$ cat src/rtl/crossgrid_pkg.sv
// rtl/crossgrid_pkg.sv - shared index type and pointer wrap helper for the crossgrid switch
package crossgrid_pkg;

  // Wide enough for any practical port count; users slice down to dest_width.
  localparam int unsigned INDEX_BITS = 8;

  typedef logic [INDEX_BITS-1:0] index_t;

  function automatic index_t wrap_inc(input index_t idx, input int unsigned n);
    if (32'(idx) + 32'd1 >= n) return '0;
    return idx + index_t'(1);
  endfunction

endpackage

$ cat src/rtl/crossgrid_arb_rr_arbiter.sv
// rtl/crossgrid_arb_rr_arbiter.sv - per-output round-robin arbiter owning its search pointer
module rr_arbiter
  import crossgrid_pkg::*;
#(
  parameter int number_ports = 4
) (
  input  logic                    clk,
  input  logic                    rst,
  input  logic [number_ports-1:0] req,
  input  logic                    advance,
  output logic [number_ports-1:0] grant
);

  index_t ptr;
  index_t grant_idx;
  logic   found;
  int     cand;

  // Search begins at ptr and wraps; first requester found wins.
  always_comb begin
    grant     = '0;
    grant_idx = '0;
    found     = 1'b0;
    cand      = 0;
    for (int k = 0; k < number_ports; k++) begin
      cand = int'(ptr) + k;
      if (cand >= number_ports) cand = cand - number_ports;
      if (!found && req[cand]) begin
        grant[cand] = 1'b1;
        grant_idx   = index_t'(cand);
        found       = 1'b1;
      end
    end
  end

  always_ff @(posedge clk) begin
    if (rst) begin
      ptr <= '0;
    end else if (advance && found) begin
      ptr <= wrap_inc(grant_idx, number_ports);
    end
  end

endmodule

$ cat src/rtl/crossgrid_arb.sv
// rtl/crossgrid_arb.sv - registered NxN crossbar with per-output round-robin arbitration
// Optional packet lock enabled by defining CROSSGRID_PKT_LOCK_EN.
module crossgrid_arb
  import crossgrid_pkg::*;
#(
  parameter int number_ports = 4,
  parameter int data_width   = 8
) (
  input  logic                                                  clk,
  input  logic                                                  rst,
  input  logic [number_ports-1:0]                               in_valid,
  input  logic [number_ports*data_width-1:0]                    in_data,
  input  logic [number_ports*$clog2(number_ports)-1:0]          in_dest,
  input  logic [number_ports-1:0]                               in_last,
  output logic [number_ports-1:0]                               in_ready,
  output logic [number_ports-1:0]                               out_valid,
  output logic [number_ports*data_width-1:0]                    out_data,
  output logic [number_ports*$clog2(number_ports)-1:0]          out_src,
  input  logic [number_ports-1:0]                               out_ready
);

  localparam int dest_width = $clog2(number_ports);

  logic [number_ports-1:0] req   [number_ports];
  logic [number_ports-1:0] req_m [number_ports];
  logic [number_ports-1:0] grant [number_ports];
  logic [number_ports-1:0] can_load;
  logic [number_ports-1:0] accept;
  logic [number_ports-1:0] advance;
  index_t                  gsrc  [number_ports];
  int                      dsel;

  always_comb begin
    for (int j = 0; j < number_ports; j++) begin
      for (int i = 0; i < number_ports; i++) begin
        req[j][i] = in_valid[i] && (int'(in_dest[i*dest_width +: dest_width]) == j);
      end
    end
  end

  always_comb begin
    for (int j = 0; j < number_ports; j++) begin
      can_load[j] = !out_valid[j] || out_ready[j];
      accept[j]   = !rst && can_load[j] && (|grant[j]);
      gsrc[j]     = '0;
      for (int i = 0; i < number_ports; i++) begin
        if (grant[j][i]) gsrc[j] = index_t'(i);
      end
    end
  end

`ifdef CROSSGRID_PKT_LOCK_EN
  logic [number_ports-1:0] lock;
  index_t                  owner [number_ports];

  // A locked output only sees its owner; the pointer moves only at packet end.
  always_comb begin
    for (int j = 0; j < number_ports; j++) begin
      req_m[j]   = lock[j] ? (req[j] & ({{(number_ports-1){1'b0}}, 1'b1} << owner[j])) : req[j];
      advance[j] = accept[j] && in_last[gsrc[j]];
    end
  end

  always_ff @(posedge clk) begin
    if (rst) begin
      lock <= '0;
      for (int j = 0; j < number_ports; j++) owner[j] <= '0;
    end else begin
      for (int j = 0; j < number_ports; j++) begin
        if (accept[j]) begin
          lock[j]  <= !in_last[gsrc[j]];
          owner[j] <= gsrc[j];
        end
      end
    end
  end
`else
  logic unused_last;
  assign unused_last = ^in_last;

  always_comb begin
    for (int j = 0; j < number_ports; j++) begin
      req_m[j]   = req[j];
      advance[j] = accept[j];
    end
  end
`endif

  for (genvar j = 0; j < number_ports; j++) begin : g_arb
    rr_arbiter #(.number_ports(number_ports)) u_arb (
      .clk     (clk),
      .rst     (rst),
      .req     (req_m[j]),
      .advance (advance[j]),
      .grant   (grant[j])
    );
  end

  // Out-of-range destinations are accepted and dropped so the producer never stalls.
  always_comb begin
    in_ready = '0;
    dsel     = 0;
    for (int i = 0; i < number_ports; i++) begin
      dsel = int'(in_dest[i*dest_width +: dest_width]);
      if (rst) begin
        in_ready[i] = 1'b0;
      end else if (dsel >= number_ports) begin
        in_ready[i] = in_valid[i];
      end else begin
        in_ready[i] = grant[dsel][i] && can_load[dsel];
      end
    end
  end

  always_ff @(posedge clk) begin
    if (rst) begin
      out_valid <= '0;
      out_data  <= '0;
      out_src   <= '0;
    end else begin
      for (int j = 0; j < number_ports; j++) begin
        if (accept[j]) begin
          out_valid[j]                          <= 1'b1;
          out_data[j*data_width +: data_width]  <= in_data[int'(gsrc[j])*data_width +: data_width];
          out_src[j*dest_width +: dest_width]   <= gsrc[j][dest_width-1:0];
        end else if (out_ready[j]) begin
          out_valid[j] <= 1'b0;
        end
      end
    end
  end

endmodule

$ cat config.mk
export PLATFORM = sky130hd
export DESIGN_NAME = crossgrid_arb
export DESIGN_NICKNAME = d
export VERILOG_FILES = /design/src/rtl/crossgrid_pkg.sv /design/src/rtl/crossgrid_arb_rr_arbiter.sv /design/src/rtl/crossgrid_arb.sv
export SDC_FILE = /design/constraint.sdc
export NUM_CORES = 1
export LEC_CHECK = 0
export CAP_MARGIN = 30
export CORE_ASPECT_RATIO = 0.7
export CORE_MARGIN = 3
export CORE_UTILIZATION = 55
export CTS_CLUSTER_SIZE = 8
export DETAILED_ROUTE_END_ITERATION = 8
export PLACE_DENSITY = 0.79
export SLEW_MARGIN = 20
export SYNTH_ARGS = -nofsm -noshare
export SYNTH_HDL_FRONTEND = slang
export SYNTH_SLANG_ARGS = --single-unit
export TNS_END_PERCENT = 5
$ cat constraint.sdc
create_clock -name clk -period 4.9 [get_ports clk]
set_input_delay 0.735 -clock clk [delete_from_list [all_inputs] [get_ports clk]]
set_output_delay 0.735 -clock clk [all_outputs]
set_load 0.05 [all_outputs]
* Yosys cells after proc, flatten, opt, wreduce, memory -nomap -nowiden
Cells that the tools add are included.
Word-level totals: output and inout port bits 48, bits of input ports 54, word-level logic and storage cells 445, bits in registers 76
Cells by class: shift operators 4, order comparisons 60, reductions and logical operators 93, bitwise operators 16, multiplexer cells 208, equal/unequal tests 12, $add $sub $neg 36
Operator list (number):
- greater-or-equal comparator 32 x 1 -> 1 bit, second input constant | 16
- < comparator 32 x 4 -> 1 bit, second input constant | 16
- 2-to-1 mux 32 bit | 16
- greater-or-equal comparator 32 x 4 -> 1 bit, second input constant | 12
- subtractor 32 x 4 -> 32 bit, second input constant | 12
- greater-or-equal comparator 32 x 3 -> 1 bit, second input constant | 8
- 2-to-1 mux 8 bit | 32
- inverter 2 -> 32 bit | 4
- indexed part select 32 x 12 -> 8 bit | 4
- 2-to-1 mux 1 bit | 98
- adder 8 x 1 -> 9 bit, second input constant | 8
- adder 8 x 2 -> 9 bit, second input constant | 8
- 2-to-1 mux 4 bit | 18
- logical AND 1 bit | 60
- OR 4 bit | 12
- binary-select mux 1 bit (select 2 bit) | 20
- subtractor 8 x 3 -> 9 bit, second input constant | 4
- adder 8 x 1 -> 8 bit, second input constant | 4
- binary-select mux 4 bit (select 2 bit) | 4
- demux 1 bit (select 2 bit) | 16
- greater-or-equal comparator 8 x 3 -> 1 bit, second input constant | 4
- zero test 1 bit | 17
- equality test 2 bit, second input constant | 8
- OR reduction 4 bit | 4
- 7 further kinds | 24

* Depth between registers and ports, before layout
Gate-level depths: netlist of the first run.
depth after elaboration 21, depth in mapped cells 22, depth with buffers taken out 19

* Modules after synthesis
Synthesis of the first run repeated with hierarchy kept, for this count alone.
Unflattened totals: cells, all modules 1595, area total of the unflattened synthesis 12430.7 µm²
Modules (own cells, without submodules):
- rr_arbiter at g_arb[0].u_arb ... | sequential area each 160.2 µm², area each 2299.7 µm², cells an instance 310, times used 3
- crossgrid_arb | sequential area each 880.8 µm², area each 3105.5 µm², cells an instance 355, times used 1
- rr_arbiter at g_arb[3].u_arb | sequential area each 160.2 µm², area each 2426.1 µm², cells an instance 310, times used 1

* Worst setup path after synthesis of the first run
OpenSTA, ideal clock, no wires.
kind reg-to-output, start point reg g_arb[3].u_arb.ptr[1], end point out in_ready[1], data required time 4.165 ns, cell stages (with the launch flop) 20, slack -0.851 ns, buffers on the path 2, data arrival time 5.016 ns, cell sequence dfxtp_1 > clkinv_1 > ha_1 > a21oi_1 > nor2_1 > and3_1 > nand2_1 > o21ai_0 > a31oi_1 > nor2_1 > ha_1 > clkbuf_1 > a2111oi_0 > o211ai_1 > a31oi_1 > nand4_1 > o2111ai_2 > buf_2 > a31oi_1 > a211oi_1
On the way: longest elaborated chain between the ends 20, elaborated cells on any way between the ends 68, those cells by class 7 x add/sub; 12 x order compare; 35 x mux; 3 x bitwise; 11 x reduce/logical
RTL lines:
- from (decl) | line crossgrid_arb_rr_arbiter.sv:14 | index_t ptr;
- from (signal assigned) | line crossgrid_arb_rr_arbiter.sv:40 | ptr <= wrap_inc(grant_idx, number_ports);
- parallel branches: the longest is 14 deep, another holds subtractor 32 x 4 -> 32 bit
- 2-to-1 mux 4 bit * | line crossgrid_arb_rr_arbiter.sv:28 | if (!found && req[cand]) begin
- binary-select mux 4 bit (select 2 bit) * | line crossgrid_arb.sv:110 | in_ready[i] = grant[dsel][i] && can_load[dsel];
- 2-to-1 mux 2 bit (not written as such) * (2 in a row) | line crossgrid_arb.sv:110
- logical AND 1 bit * | line crossgrid_arb.sv:110
- 2-to-1 mux 1 bit * | line crossgrid_arb.sv:105 | if (rst) begin
- to (decl) | line crossgrid_arb.sv:15 | output logic [number_ports-1:0] in_ready,
Mark *: on every way between the ends. The select of a mux whose other input is x is not followed.

* Final worst setup path of the first run
start point reg g_arb[0].u_arb.ptr[2], end point out in_ready[3]
On the way: longest elaborated chain between the ends 20, elaborated cells on any way between the ends 68, those cells by class 7 x add/sub; 12 x order compare; 35 x mux; 3 x bitwise; 11 x reduce/logical
RTL lines (line):
- from (decl) | crossgrid_arb_rr_arbiter.sv:14
- from (signal assigned) | crossgrid_arb_rr_arbiter.sv:40
- parallel branches: the longest is 14 deep, another holds subtractor 32 x 4 -> 32 bit
- 2-to-1 mux 4 bit * | crossgrid_arb_rr_arbiter.sv:28
- binary-select mux 4 bit (select 2 bit) * | crossgrid_arb.sv:110
- 2-to-1 mux 4 bit (not written as such) * (2 in a row) | crossgrid_arb.sv:110
- logical AND 1 bit * | crossgrid_arb.sv:110
- 2-to-1 mux 1 bit * | crossgrid_arb.sv:105
Marked as above.

==> results.sh, run 1 <==
export IMPL_core_um2=22100
export IMPL_finalPower_uw=6100
export IMPL_relSlewSlack_pct=50.8
export IMPL_start_util_pct=57.0
export IMPL_grt_max_degree=42
export IMPL_pwr_share_clk_pct=11.0
export IMPL_path_class="flop to primary output"
export IMPL_hold_buffers=0
export IMPL_cts_tree="yes"
export IMPL_async_flop_share_pct=0
export IMPL_pre_cts_ws_ns=0.00473
export IMPL_final_cell_mix="210 x buf_4, 127 x nand2_1, 124 x nor2_1, 84 x clkdlybuf4s50_1, 82 x o21ai_0"
export IMPL_htree_num_levels=3
export IMPL_rsz0062_at_grt="yes"
export IMPL_via_count=15100
export IMPL_wl_per_cell_um=21.3
export IMPL_crit_path_max_fanout=7
export IMPL_critPathRequiredTime_ns=4.16
export IMPL_p_leak_uw=0.00657
export IMPL_ys_seq_area_share_pct=12.1
export IMPL_switching_share_pct=52.1
export IMPL_cp_end_kind="primary output"
export IMPL_drive_above_1_share_pct=25.8
export IMPL_fin_crit_ns=4.92
export IMPL_p_sw_uw=3180
export IMPL_syn_nets=1833
export IMPL_cp_start_kind="flop"
export IMPL_min_path_type="flop to flop"
export IMPL_clock_root_buffer="clkbuf_16"
export IMPL_synth_cell_type_count=111
export IMPL_failed_checks="negative setup slack"
export IMPL_synthFlopType="dfxtp_1"
export IMPL_syn2layout_area_growth_pct=31.7
export IMPL_worstMarginPinSlew_ns=0.736
export IMPL_comb_power_share_pct=73.7
export IMPL_gp_congestion=1.01
export IMPL_cap_violations=0
export IMPL_firstDrtPassIters=8
export IMPL_fmax_mhz=203
export IMPL_cts_buffer_depth=2
export IMPL_p_int_uw=2920
export IMPL_grt_overflow_total=0
export IMPL_drt_iter0_drc=1931
export IMPL_viasPerCell=6.82
export IMPL_clk_latency_ns=0.36
export IMPL_fin_nets=2049
export IMPL_postSynthAreaPerCell_um2=7.47
export IMPL_grt_usage_pct=34.1
export IMPL_skew_ns=0.00749
export IMPL_finalCritPeriodShare_pct=100
export IMPL_ys_warn_count=0
export IMPL_grt_pass1_wl_mm=70.4
export IMPL_fin_util_pct=75.0
export IMPL_status="finished with violations"
export IMPL_hold_viol=0
export IMPL_setup_ws_ns=-0.0221
export IMPL_ys_ff_latch=76
export IMPL_rows=45
export IMPL_syn_area_um2=12600
export IMPL_synthCells=1684
export IMPL_hold_worst_slack_ns=0.464
export IMPL_fillers=1669
export IMPL_cts_sinks=76
export IMPL_io_buffers=97
export IMPL_wirelength_mm=47.0
export IMPL_peakVddDrop_mv=0.513
export IMPL_setup_viol=1
export IMPL_timing_setup_tns_ns=-0.0221
export IMPL_die_h_um=132
export IMPL_power_density_nw_per_um2=369
export IMPL_grt_antenna_before_repair=1
export IMPL_slew_viol_final=0
export IMPL_seqPwrFrac_pct=15.3
export IMPL_boundaryPins=102
export IMPL_ant_nets=0
export IMPL_cp_arrival_ns=4.19
export IMPL_drc=0
export IMPL_synth_edf_count=0
export IMPL_clk_pin_slew_ns=0.07
export IMPL_post_dp_hpwl_mm=34.2
export IMPL_die_area_um2=24700
export IMPL_fp_dieW_um=187
export IMPL_grt_pass1_vias=13300
export IMPL_layout_commonest_cell="buf_4"
export IMPL_cts_buffers_inserted=9
[Yosys cell counts (all sizes together), types with 9 or more instances]
cell type / instances / area, um^2
a2111oi: 10 / 119
a211o: 13 / 114
a211oi: 35 / 268
a21boi: 10 / 75.1
a21o: 9 / 67.6
a21oi: 84 / 432
a221oi: 33 / 308
a22oi: 10 / 75.1
a31o: 13 / 114
a31oi: 29 / 181
and2: 33 / 210
and3: 39 / 249
and3b: 11 / 96.3
buf: 70 / 399
clkbuf: 46 / 174
dfxtp: 76 / 1520
ha: 95 / 1190
inv: 61 / 229
mux2: 12 / 135
mux2i: 38 / 380
mux4: 17 / 383
nand2: 131 / 492
nand2b: 22 / 138
nand3: 78 / 395
nand3b: 22 / 165
nand4: 43 / 269
nor2: 130 / 488
nor2b: 22 / 138
nor3: 50 / 265
nor3b: 12 / 95.1
nor4: 11 / 83.8
nor4b: 10 / 93.8
o2111ai: 18 / 170
o211ai: 21 / 158
o21ai: 91 / 463
o31a: 9 / 78.8
o31ai: 17 / 146
or3: 26 / 163
or4: 9 / 67.6
xnor2: 60 / 533
xor2: 24 / 225
[state kept, by name, summed over array words and instances (netlist names)]
register and cells:
g_arb.u_arb.ptr 32, out_data 32, out_src 8, out_valid 4
[kinds of logic after synthesis]
kind of cell	share of synthesized area [%]
simple gates	29.7
compound gates	28.9
buf+inv	6.47
fa+ha+maj	9.45
xor+xnor	6.21
flops	12.1
mux	7.15
[metal layers]
layer	track usage (%)	routed length, um	vias up
met3	8.34	5840	87
met4	6.80	904	0
met5	0.577	0	-
li1	-	-	6867
met1	50.2	20000	7190
met2	50.4	20200	931
[metrics by stage]
step | cell area [um^2] | instances
2_1_floorplan | 12700 | 1684
3_3_place_gp | 14900 | 2156
3_5_place_dp | 14900 | 2156
4_1_cts | 15500 | 2178
5_1_grt | 16600 | 2211
6_report | 16600 | 2212
[path summary, 6_finish.rpt]
kind,end,cells past startpoint,startpoint,slack [ns]
max,in_ready[3],17,g_arb[0].u_arb.ptr[2],-0.02
min,out_src[0],2,out_src[0],0.46
max reg2reg,out_data[4],20,g_arb[0].u_arb.ptr[0],0.34
min reg2reg,out_src[0],2,out_src[0],0.46
[power by group through the flow]
stage,registers [uW],clock network [uW],logic (uW)
global route,941,687,4770
finish,933,671,4500
detailed placement,914,0,4040
global placement,916,0,3950
floorplan,1380,0,2290
CTS,914,669,4140
[critical path, stage by stage (launching register included)]
cell and delay, ns:
dfxtp_4 0.41, ha_4 0.18, buf_6 0.13, nand4_1 0.13
xnor2_2 0.19, or3_4 0.39, nor3_2 0.19, ha_2 0.21
buf_6 0.13, o31ai_4 0.10, o31ai_1 0.47, buf_4 0.21
nand4_1 0.11, and3_4 0.20, nor3_1 0.26, a311oi_2 0.09
a211oi_4 0.23, buf_12 0.18
[repair_timing]
action / in CTS / in global routing
buffers inserted: 6 / 33
pin swaps: 19 / 65
endpoints found under the setup margin: 4 / 4
resized for setup: 77 / 174
[layout make-up]
cell class                      count  area (um^2)  area share [%]
Multi-Input combinational cell   1428        11300            68.4
Clock inverter                      7         57.6           0.348
Timing Repair Buffer              321         2750            16.6
Sequential cell                    76         1560            9.45
Antenna cell                        2         5.00          0.0302
Clock buffer                        9          225            1.36
Inverter                           64          249            1.50
Tap cell                          305          382            2.31
(Power assumes the default switching activity.)
==> run 2: changes to the inputs <==
- ABC_CLOCK_PERIOD_IN_PS: default -> 4900
- CORE_UTILIZATION: 55 -> 50
- PLACE_DENSITY: 0.79 -> 0.73
==> run 2 against run 1 <==
The flow now finishes without violations. Global-route usage shrank 3.1 points. Highest routed layer unchanged. Clock power grew 6.1%. Sequential power shrank 0.6%. Fmax grew 2.3%. Power grew 0.84%. Critical path type unchanged. Count of clock-buffer cells in the layout is the same. Combinational power is essentially flat. Setup slack gained 0.11 ns.
==> results.sh, run 2 (synthesized netlist as in run 1, its figures left out) <==
export IMPL_status="finished clean"
export IMPL_grt_pass1_wl_mm=70.5
export IMPL_cp_arrival_ns=4.08
export IMPL_relSlewSlack_pct=31.5
export IMPL_grt_antenna_before_repair=5
export IMPL_grt_pass1_vias=13300
export IMPL_gp_congestion=0.984
export IMPL_grt_overflow_total=0
export IMPL_via_count=14800
export IMPL_hold_viol=0
export IMPL_min_path_type="flop to flop"
export IMPL_r2r_start="g_arb[1].u_arb.ptr[2]"
export IMPL_wirelength_mm=45.6
export IMPL_cts_buffers_inserted=9
export IMPL_r2r_end="g_arb[1].u_arb.ptr[7]"
export IMPL_path_class="flop to primary output"
export IMPL_start_util_pct=52.0
export IMPL_top_regs="g_arb.u_arb.ptr (32), out_data (32), out_src (8)"
export IMPL_p_leak_uw=0.00666
export IMPL_drt_iter0_drc=1497
export IMPL_cp_start_kind="flop"
export IMPL_hold_buffers=0
export IMPL_cts_buffer_depth=2
export IMPL_syn2layout_area_growth_pct=32.7
export IMPL_fin_nets=2076
export IMPL_worstSetupStartpoint="g_arb[2].u_arb.ptr[2]"
export IMPL_die_h_um=139
export IMPL_rows=47
export IMPL_wl_met2_mm=19.4
export IMPL_critPathRequiredTime_ns=4.16
export IMPL_die_area_um2=27100
export IMPL_slew_viol_final=0
export IMPL_grt_usage_pct=31.0
export IMPL_post_dp_hpwl_mm=34.5
export IMPL_final_cell_mix="239 x buf_4, 126 x nand2_1, 125 x nor2_1, 89 x clkdlybuf4s50_1, 76 x o21ai_0"
export IMPL_boundaryPins=102
export IMPL_fp_dieW_um=196
export IMPL_peakVddDrop_mv=0.462
export IMPL_cap_violations=0
export IMPL_power_density_nw_per_um2=369
export IMPL_fin_cells=2255
export IMPL_crit_path_max_fanout=4
export IMPL_htree_num_levels=3
export IMPL_core_um2=24200
export IMPL_cts_sinks=76
export IMPL_viasPerCell=6.56
export IMPL_timing_setup_tns_ns=0
export IMPL_drive_above_1_share_pct=27.3
export IMPL_wl_per_cell_um=20.2
export IMPL_skew_ns=0.0161
export IMPL_crit_end="in_ready[3]"
export IMPL_fin_util_pct=69.0
export IMPL_clk_latency_ns=0.36
export IMPL_finalCritPeriodShare_pct=98.2
export IMPL_dp_cells=2198
export IMPL_worstMarginPinSlew_ns=1.01
export IMPL_cts_tree="yes"
export IMPL_clk_pin_slew_ns=0.07
export IMPL_cp_end_kind="primary output"
export IMPL_met3_length_mm=4.64
export IMPL_firstDrtPassIters=6
export IMPL_drc=0
export IMPL_io_buffers=97
export IMPL_highest_layer="met4"
export IMPL_setup_viol=0
export IMPL_fmax_mhz=208
export IMPL_grt_max_degree=37
export IMPL_fin_crit_ns=4.81
export IMPL_clock_root_buffer="clkbuf_16"
export IMPL_ff2ff_path_depth=21
export IMPL_ff2ff_setup_slack_ns=0.50
export IMPL_ant_nets=0
export IMPL_layout_commonest_cell="buf_4"
export IMPL_wl_met1_mm=20.4
-- run 2: cell types whose count changed in the layout (fill, tap and decap cells not counted), moves of 4 or more --
cell | before | now
buf_4 | 210 | 239
o21ai_0 | 82 | 76
o21ai_1 | 5 | 11
clkdlybuf4s50_1 | 84 | 89
dlymetal6s2s_1 | 8 | 3
ha_4 | 18 | 13
a311oi_1 | 5 | 1
a311oi_2 | 1 | 5
dfxtp_2 | 10 | 6
nor3b_1 | 7 | 3
xnor2_4 | 4 | 0
-- run 2: what timing repair did --
action                                  CTS  global route
setup buffers                             5            31
endpoints found under the setup margin    4             4
pin swaps                                12            71
endpoints found under the hold margin     0             0
gates resized for setup                  52           183
-- run 2: report_power, final --
| part | total (uW) | internal [uW] | leakage [uW] | switching [uW] |
|---|---|---|---|---|
| Combinational | 4520 | 1820 | 0.00588 | 2700 |
| Sequential | 927 | 787 | 0.000630 | 140 |
| Clock | 712 | 365 | 0.000150 | 347 |
-- run 2: routing by layer --
layer / track usage, % / up-vias
li1: - / 6923
met1: 46.1 / 6980
met2: 45.2 / 811
met3: 6.53 / 90
met4: 8.17 / 0
met5: 0 / -
-- run 2: worst min-delay path by stage --
stage                     depth (start not counted)  slack [ns]                   from               endpoint
after global placement                            2        0.45             out_src[0]             out_src[0]
final                                             2        0.46             out_src[0]             out_src[0]
after CTS                                         2        0.46             out_src[0]             out_src[0]
after detailed placement                          2        0.45             out_src[7]             out_src[7]
after global routing                              2        0.50             out_src[0]             out_src[0]
after floorplan                                   2        0.52  g_arb[3].u_arb.ptr[7]  g_arb[3].u_arb.ptr[7]
-- run 2: area by class of cell --
cell class,count,area (um^2)
clock inverters,7,81.3
inverters,64,243
clock buffers,9,225
fillers,1947,7490
repair buffers,348,2940
flip-flops and latches,76,1560
diodes,5,12.5
multi-input cells,1428,11200
well taps,318,398
-- run 2: metrics by stage --
stage               total power (uW)  setup WS, ns  hold slack, ns  area [um^2]
floorplan                       3680       -0.0241           0.523        12700
global placement                4890        0.0330           0.447        15100
detailed placement              4980       -0.0595           0.449        15100
CTS                             5810       -0.0170           0.463        15700
global route                    6490       -0.0491           0.502        16700
finish                          6160        0.0895           0.459        16700
-- run 2: worst max-delay path, stage by stage (launching register included) --
cell	delay [ns]
dfxtp_4	0.37
buf_6	0.13
ha_2	0.18
and2b_2	0.22
xor2_2	0.19
nor2_2	0.06
o21a_1	0.21
ha_4	0.26
nor3b_2	0.18
a21bo_2	0.24
o211ai_1	0.19
nand2_2	0.17
nor3_4	0.24
a32oi_2	0.10
and2_4	0.21
nor3_4	0.20
a31oi_4	0.06
a211oi_4	0.30
buf_12	0.18
==> run 3: changes to the inputs <==
- CTS_BUF_LIST: default -> sky130_fd_sc_hd__clkbuf_16
- CTS_CLUSTER_DIAMETER: default -> 200
==> results of run 3 <==
The final DEF is identical to that of run 2; final timing and power are the same.
